$ cat src/rtl/bist_pkg.sv
// Shared definitions for the BIST sequencer and the downstream state decoder.
// Holds the 5-bit state code width, the numeric state codes and the widths of
// the sequencer's internal counters.
package bist_pkg;

  localparam int CODE_W   = 5;
  localparam int SETTLE_W = 4;
  localparam int ERR_W    = 8;
  localparam int WD_W     = 12;

  localparam logic [CODE_W-1:0] ST_STATE0    = 5'd0;
  localparam logic [CODE_W-1:0] ST_STATE1    = 5'd1;
  localparam logic [CODE_W-1:0] ST_STATE1_1  = 5'd2;
  localparam logic [CODE_W-1:0] ST_STATE1_2  = 5'd3;
  localparam logic [CODE_W-1:0] ST_STATE2    = 5'd4;
  localparam logic [CODE_W-1:0] ST_STATE2_1  = 5'd5;
  localparam logic [CODE_W-1:0] ST_STATE2_2  = 5'd6;
  localparam logic [CODE_W-1:0] ST_STATE2_3  = 5'd7;
  localparam logic [CODE_W-1:0] ST_LOGIC_RES = 5'd8;
  localparam logic [CODE_W-1:0] ST_STATE2_4  = 5'd9;
  localparam logic [CODE_W-1:0] ST_STATE2_5  = 5'd10;
  localparam logic [CODE_W-1:0] ST_STATE2_6  = 5'd11;
  localparam logic [CODE_W-1:0] ST_STATE2_7  = 5'd12;
  localparam logic [CODE_W-1:0] ST_STATE2_8  = 5'd13;
  localparam logic [CODE_W-1:0] ST_STATE2_9  = 5'd14;
  localparam logic [CODE_W-1:0] ST_STATE3    = 5'd15;
  localparam logic [CODE_W-1:0] ST_STATE4    = 5'd16;

  // Codes 17..31 are not listed and are treated as illegal.
  typedef enum logic [CODE_W-1:0] {
    S_STATE0    = ST_STATE0,
    S_STATE1    = ST_STATE1,
    S_STATE1_1  = ST_STATE1_1,
    S_STATE1_2  = ST_STATE1_2,
    S_STATE2    = ST_STATE2,
    S_STATE2_1  = ST_STATE2_1,
    S_STATE2_2  = ST_STATE2_2,
    S_STATE2_3  = ST_STATE2_3,
    S_LOGIC_RES = ST_LOGIC_RES,
    S_STATE2_4  = ST_STATE2_4,
    S_STATE2_5  = ST_STATE2_5,
    S_STATE2_6  = ST_STATE2_6,
    S_STATE2_7  = ST_STATE2_7,
    S_STATE2_8  = ST_STATE2_8,
    S_STATE2_9  = ST_STATE2_9,
    S_STATE3    = ST_STATE3,
    S_STATE4    = ST_STATE4
  } bist_state_e;

endpackage

$ cat src/rtl/bist_watchdog.sv
// Pass watchdog for the BIST sequencer (only instantiated with BIST_TIMEOUT_EN).
//   clk, rst : clock, asynchronous active-high reset
//   busy     : count enable, one count per busy cycle (saturates at all-ones)
//   clr      : sequencer idle, counter held at zero
//   arm      : new pass starting, clears the sticky flag
//   expire   : counter equals LIMIT this cycle
//   timeout  : sticky flag, set on expire
module bist_watchdog
  import bist_pkg::*;
#(
  parameter int LIMIT = 4095
) (
  input  logic clk,
  input  logic rst,
  input  logic busy,
  input  logic clr,
  input  logic arm,
  output logic expire,
  output logic timeout
);

  logic [WD_W-1:0] cnt_q, cnt_d;
  logic            timeout_q, timeout_d;

  assign expire  = (cnt_q == WD_W'(LIMIT));
  assign timeout = timeout_q;

  always_comb begin
    cnt_d     = cnt_q;
    timeout_d = timeout_q;
    if (clr) begin
      cnt_d = '0;
    end else if (busy && (cnt_q != '1)) begin
      cnt_d = cnt_q + 1'b1;
    end
    if (arm) begin
      timeout_d = 1'b0;
    end
    if (expire) begin
      timeout_d = 1'b1;
    end
  end

  always_ff @(posedge clk or posedge rst) begin
    if (rst) begin
      cnt_q     <= '0;
      timeout_q <= 1'b0;
    end else begin
      cnt_q     <= cnt_d;
      timeout_q <= timeout_d;
    end
  end

endmodule

$ cat src/rtl/bist_fsm_sequencer.sv
// BIST sequencer: fills memory, then runs a compare loop per address and
// counts mismatches. The registered state code drives an external decoder.
//   BIST_clk, BIST_res : clock, asynchronous active-high reset
//   BIST_start         : level request for one pass (held high keeps state4)
//   BIST_abort         : stop the pass, go through state3 to state4
//   Counter_last       : address counter at final value
//   Cmp_err            : response mismatch, valid in state2_7
//   BIST_CODE          : current state code (5 bits)
//   BIST_busy/done     : pass running / pass finished (state4)
//   Err_cnt            : saturating mismatch count for the current pass
//   BIST_timeout       : sticky watchdog flag
// Optional feature: define BIST_TIMEOUT_EN to add the pass watchdog; without
// it BIST_timeout is constant 0 and no watchdog logic is built.
module bist_fsm_sequencer
  import bist_pkg::*;
#(
  parameter int SETTLE_CYCLES  = 2,
  parameter int TIMEOUT_CYCLES = 4095
) (
  input  logic              BIST_clk,
  input  logic              BIST_res,
  input  logic              BIST_start,
  input  logic              BIST_abort,
  input  logic              Counter_last,
  input  logic              Cmp_err,
  output logic [CODE_W-1:0] BIST_CODE,
  output logic              BIST_busy,
  output logic              BIST_done,
  output logic [ERR_W-1:0]  Err_cnt,
  output logic              BIST_timeout
);

  // Counter is loaded with N-1 so state2_6 lasts exactly N cycles.
  localparam logic [SETTLE_W-1:0] SETTLE_LOAD = SETTLE_W'(SETTLE_CYCLES - 1);

  bist_state_e          state_q, state_d;
  logic [SETTLE_W-1:0]  settle_q, settle_d;
  logic [ERR_W-1:0]     err_cnt_q, err_cnt_d;
  logic                 abortable;
  logic                 pass_start;
  logic                 wd_expire;
  logic                 force_stop;

  function automatic logic [ERR_W-1:0] sat_inc(input logic [ERR_W-1:0] v);
    return (v == '1) ? v : v + 1'b1;
  endfunction

  assign BIST_CODE  = state_q;
  assign BIST_busy  = (state_q != S_STATE0) && (state_q != S_STATE4);
  assign BIST_done  = (state_q == S_STATE4);
  assign Err_cnt    = err_cnt_q;
  assign abortable  = !(state_q inside {S_STATE0, S_STATE3, S_STATE4});
  assign pass_start = (state_q == S_STATE0) && BIST_start;

`ifdef BIST_TIMEOUT_EN
  bist_watchdog #(
    .LIMIT (TIMEOUT_CYCLES)
  ) u_watchdog (
    .clk     (BIST_clk),
    .rst     (BIST_res),
    .busy    (BIST_busy),
    .clr     (state_q == S_STATE0),
    .arm     (pass_start),
    .expire  (wd_expire),
    .timeout (BIST_timeout)
  );
`else
  assign wd_expire    = 1'b0;
  assign BIST_timeout = 1'b0;
`endif

  // Abort and watchdog expiry share the same top priority.
  assign force_stop = abortable && (BIST_abort || wd_expire);

  always_comb begin
    state_d   = state_q;
    settle_d  = settle_q;
    err_cnt_d = err_cnt_q;
    case (state_q)
      S_STATE0: begin
        if (BIST_start) begin
          state_d   = S_STATE1;
          err_cnt_d = '0;
        end
      end
      S_STATE1:    state_d = S_STATE1_1;
      S_STATE1_1:  state_d = S_STATE1_2;
      S_STATE1_2:  state_d = Counter_last ? S_STATE2 : S_STATE1_1;
      S_STATE2:    state_d = S_STATE2_1;
      S_STATE2_1:  state_d = S_STATE2_2;
      S_STATE2_2:  state_d = S_STATE2_3;
      S_STATE2_3:  state_d = S_LOGIC_RES;
      S_LOGIC_RES: state_d = S_STATE2_4;
      S_STATE2_4:  state_d = S_STATE2_5;
      S_STATE2_5: begin
        state_d  = S_STATE2_6;
        settle_d = SETTLE_LOAD;
      end
      S_STATE2_6: begin
        if (settle_q == '0) begin
          state_d = S_STATE2_7;
        end else begin
          settle_d = settle_q - 1'b1;
        end
      end
      S_STATE2_7: begin
        if (Cmp_err) begin
          state_d = S_STATE2_8;
        end else begin
          state_d = Counter_last ? S_STATE2_9 : S_STATE2_1;
        end
      end
      S_STATE2_8: begin
        err_cnt_d = sat_inc(err_cnt_q);
        state_d   = Counter_last ? S_STATE2_9 : S_STATE2_1;
      end
      S_STATE2_9:  state_d = S_STATE3;
      S_STATE3:    state_d = S_STATE4;
      S_STATE4:    state_d = BIST_start ? S_STATE4 : S_STATE0;
      // Illegal codes clean up through state3.
      default:     state_d = S_STATE3;
    endcase
    if (force_stop) begin
      state_d = S_STATE3;
    end
  end

  always_ff @(posedge BIST_clk or posedge BIST_res) begin
    if (BIST_res) begin
      state_q   <= S_STATE0;
      settle_q  <= '0;
      err_cnt_q <= '0;
    end else begin
      state_q   <= state_d;
      settle_q  <= settle_d;
      err_cnt_q <= err_cnt_d;
    end
  end

endmodule

$ cat config.mk
export PLATFORM = sky130hd
export DESIGN_NAME = bist_fsm_sequencer
export DESIGN_NICKNAME = d
export VERILOG_FILES = /design/src/rtl/bist_pkg.sv /design/src/rtl/bist_watchdog.sv /design/src/rtl/bist_fsm_sequencer.sv
export SDC_FILE = /design/constraint.sdc
export NUM_CORES = 1
export LEC_CHECK = 0
export BUFFER_PORTS_ARGS = -buffer_cell sky130_fd_sc_hd__buf_2
export CAP_MARGIN = 20
export CELL_PAD_IN_SITES_DETAIL_PLACEMENT = 2
export CELL_PAD_IN_SITES_GLOBAL_PLACEMENT = 2
export CORE_MARGIN = 2
export CORE_UTILIZATION = 34
export CTS_CLUSTER_SIZE = 12
export DETAILED_ROUTE_END_ITERATION = 12
export PLACE_DENSITY_LB_ADDON = 0.1
export SYNTH_ARGS = -nofsm -noshare
export SYNTH_HDL_FRONTEND = slang
export SYNTH_SLANG_ARGS = --single-unit
$ cat constraint.sdc
create_clock -name BIST_clk -period 3.4 [get_ports BIST_clk]
set_input_delay 0.68 -clock BIST_clk [delete_from_list [all_inputs] [get_ports BIST_clk]]
set_output_delay 0.68 -clock BIST_clk [all_outputs]
set_load 0.05 [all_outputs]
==> impl_metrics.py <==
metrics = {
    "synth": {
        "postSynthAreaPerCell_um2": 8.48,
        "syn-cell-area_um2": 1150,
        "syn-instance-count": 136,
        "yosysUniqueCellTypes": 39,
        "synth_commonest_cells": "dfrtp_1 (17), nand2_1 (15), o21ai_0 (9)",
        "ys_ff_latch": 17,
        "synth_top_flop_cell": "dfrtp_1",
        "yosys_warnings": 0,
        "synth_edf_count": 0,
        "yosys.area.top_type": "dfrtp_1",
        "yosys-top-cells-area": "dfrtp_1 (37%), nand2_1 (4.9%), o21ai_0 (3.9%), a21oi_1 (3.5%), ha_1 (3.3%)",
        "synth_top_area_frac": 0.369,
        "synth.most_common_cell": "dfrtp_1",
        "synth_nets": 145,
        "async_flop_share": 1.00,
        "synth_seq_area_share": 0.369,
    },
    "detailed_routing": {
        "vias": 1091,
        "antenna_left": 0,
        "drc_errors": 0,
        "post_drt_wl_per_cell_um": 16.3,
        "initialDrtViolationCount": 47,
        "drt_wl_total_um": 3230,
        "viasPerCell": 5.51,
        "first_pass_iters": 4,
    },
    "cts": {
        "ctsResizeCount": 0,
        "tritoncts": "yes",
        "clock_path_buffers": 2,
        "h-tree-depth": 1,
        "clk_pin_slew_ns": 0.12,
        "post_cts_buffers": 0,
        "cts_inserted_buffers": 3,
        "ctsHoldBuffers": 0,
        "clock_latency_ns": 0.29,
        "cts_sinks": 17,
        "cts_root_buffer": "clkbuf_4",
    },
    "setup_path": {
        "timing.critical_path.slowest_stage_cell": "or4_1",
        "crit_fanout": 18,
        "end_kind": "output port",
        "path_cells": "or4_1, nor2_1, buf_2",
        "slowest_delay_ns": 0.61,
        "crit_required_ns": 2.72,
        "worstPathArrival_ns": 1.85,
        "critical_path_class": "reg -> out",
        "critPathLaunchType": "flip-flop",
        "reg2reg_slack_ns": 1.29,
    },
    "grt": {
        "grt_max_degree": 19,
        "grt.overflow.total": 0,
        "grt_pass1_vias": 1197,
        "antenna_found_initial": 0,
        "grt_pass1_wl_um": 5850,
        "grt_use_total": 0.185,
    },
    "sta": {
        "setup_violations": 0,
        "finalCritPeriodShare": 0.744,
        "tightest_slew_ns": 0.730,
        "fmax_mhz": 396,
        "fin_tns_setup_ns": 0,
        "period_minus_slack_ns": 2.53,
        "final_hold_viol_count": 0,
        "rsz0062_at_grt": "no",
        "skew_ns": 0.0127,
        "maxSlewHeadroom": 0.513,
        "slew_violations": 0,
    },
    "final_layout": {
        "syn_to_final_growth_pct": 12.6,
        "fill_cells": 388,
        "fin_util": 0.395,
        "regArea_um2": 425,
        "design_area_um2": 1300,
        "multi_input_area_um2": 667,
        "fin_nets": 162,
        "antenna_cells": 0,
        "drive_above_1_share": 0.171,
    },
    "die": {
        "num_io_pins": 22,
        "die_w_um": 62.3,
        "core_um2": 3280,
        "chipHeight_um": 62.3,
        "start_util": 0.351,
        "dieArea_um2": 3880,
        "rows": 21,
    },
    "power": {
        "p_per_area_nw_per_um2": 861,
        "p_leak_nw": 0.581,
        "power.total_mw": 1.12,
        "vdd_drop_max_uv": 363,
    },
    "run_status": {
        "status": "completed",
    },
    "placed_design": {
        "gp_congestion": 0.832,
        "portBuffers": 20,
        "post_dp_cell_area_um2": 1270,
        "dpl.hpwl_um": 2420,
    },
    "job": {
        "drv_cap": 0,
    },
    "worst_hold_path": {
        "min-delay-path-class": "in -> async",
    },
}
critical path, delay by kind of cell, from the launching register on:
family / cells / cell delay (ns)
buffers and inverters: 1 / 0.26
DFF: 1 / 0.59
and+or+nand+nor: 2 / 0.71
layout by cell type, fill, tap and decap left out, drive strengths merged, types with 2 or more instances in the layout:
cell type / count
a21o: 2
dfrtp: 17
a2bb2oi: 2
or3: 3
a21oi: 8
buf: 20
nor3: 4
xor2: 4
nand4: 3
and3: 3
and2: 5
a31oi: 2
ha: 3
o21ai: 9
nor2b: 3
o31ai: 5
clkbuf: 4
o21bai: 3
inv: 6
or4: 4
nand2: 15
nor3b: 3
nor2: 8
and4: 2
sequential cells by signal, indices dropped and copies added (netlist names):
register and flops:
settle_q 4, BIST_CODE 5, Err_cnt 8
cells by family (layout without fill, tap and decap cells):
logic type	Yosys count	after routing	share of synthesized area
XOR/XNOR	5	5	0.0380
AO/OA/AOI/OAI	37	37	0.214
other	1	1	0.00325
adder cells (fa/ha/maj)	3	3	0.0325
AND/OR/NAND/NOR	59	59	0.291
flip-flops	17	17	0.369
buffers and inverters	14	30	0.0531
final timing paths:
kind | start | to | cells after the start
min reg2reg | settle_q[0] | settle_q[0] | 1
max reg2reg | BIST_CODE[3] | Err_cnt[7] | 4
min in group BIST_clk | settle_q[0] | settle_q[0] | 1
min | BIST_res | Err_cnt[6] | 2
max in group asynchronous | BIST_res | BIST_CODE[0] | 2
max | BIST_CODE[3] | BIST_done | 3
area by class of cell:
| type | count | area share |
|---|---|---|
| tap | 46 | 0.0443 |
| inverter | 6 | 0.0173 |
| clock buffer | 4 | 0.0202 |
| sequential | 17 | 0.328 |
| multi-input combinational | 105 | 0.513 |
| timing repair buffer | 20 | 0.0771 |
report_power, final:
part,internal [mW],switching [mW],leakage (nW)
logic,0.198,0.397,0.351
registers,0.267,0.144,0.215
clock network,0.0455,0.0677,0.0150
metal layers:
| metal | part of all wire | up-vias | global-route usage |
|---|---|---|---|
| li1 | - | 526 | - |
| met1 | 0.46 | 549 | 0.247 |
| met2 | 0.50 | 14 | 0.315 |
| met3 | 0.023 | 2 | 0.0236 |
| met4 | 0.010 | 0 | 0.0500 |
| met5 | 0 | - | 0 |
metrics by stage:
stage               setup slack, ns  std cells  hold WS (ns)
floorplan                     0.304        136         0.467
global placement               1.23        194         0.504
detailed placement             1.20        194         0.514
CTS                           0.849        198         0.523
global route                  0.759        198         0.529
finish                        0.872        198         0.491
Note: power is estimated with default switching activity, not from simulation.
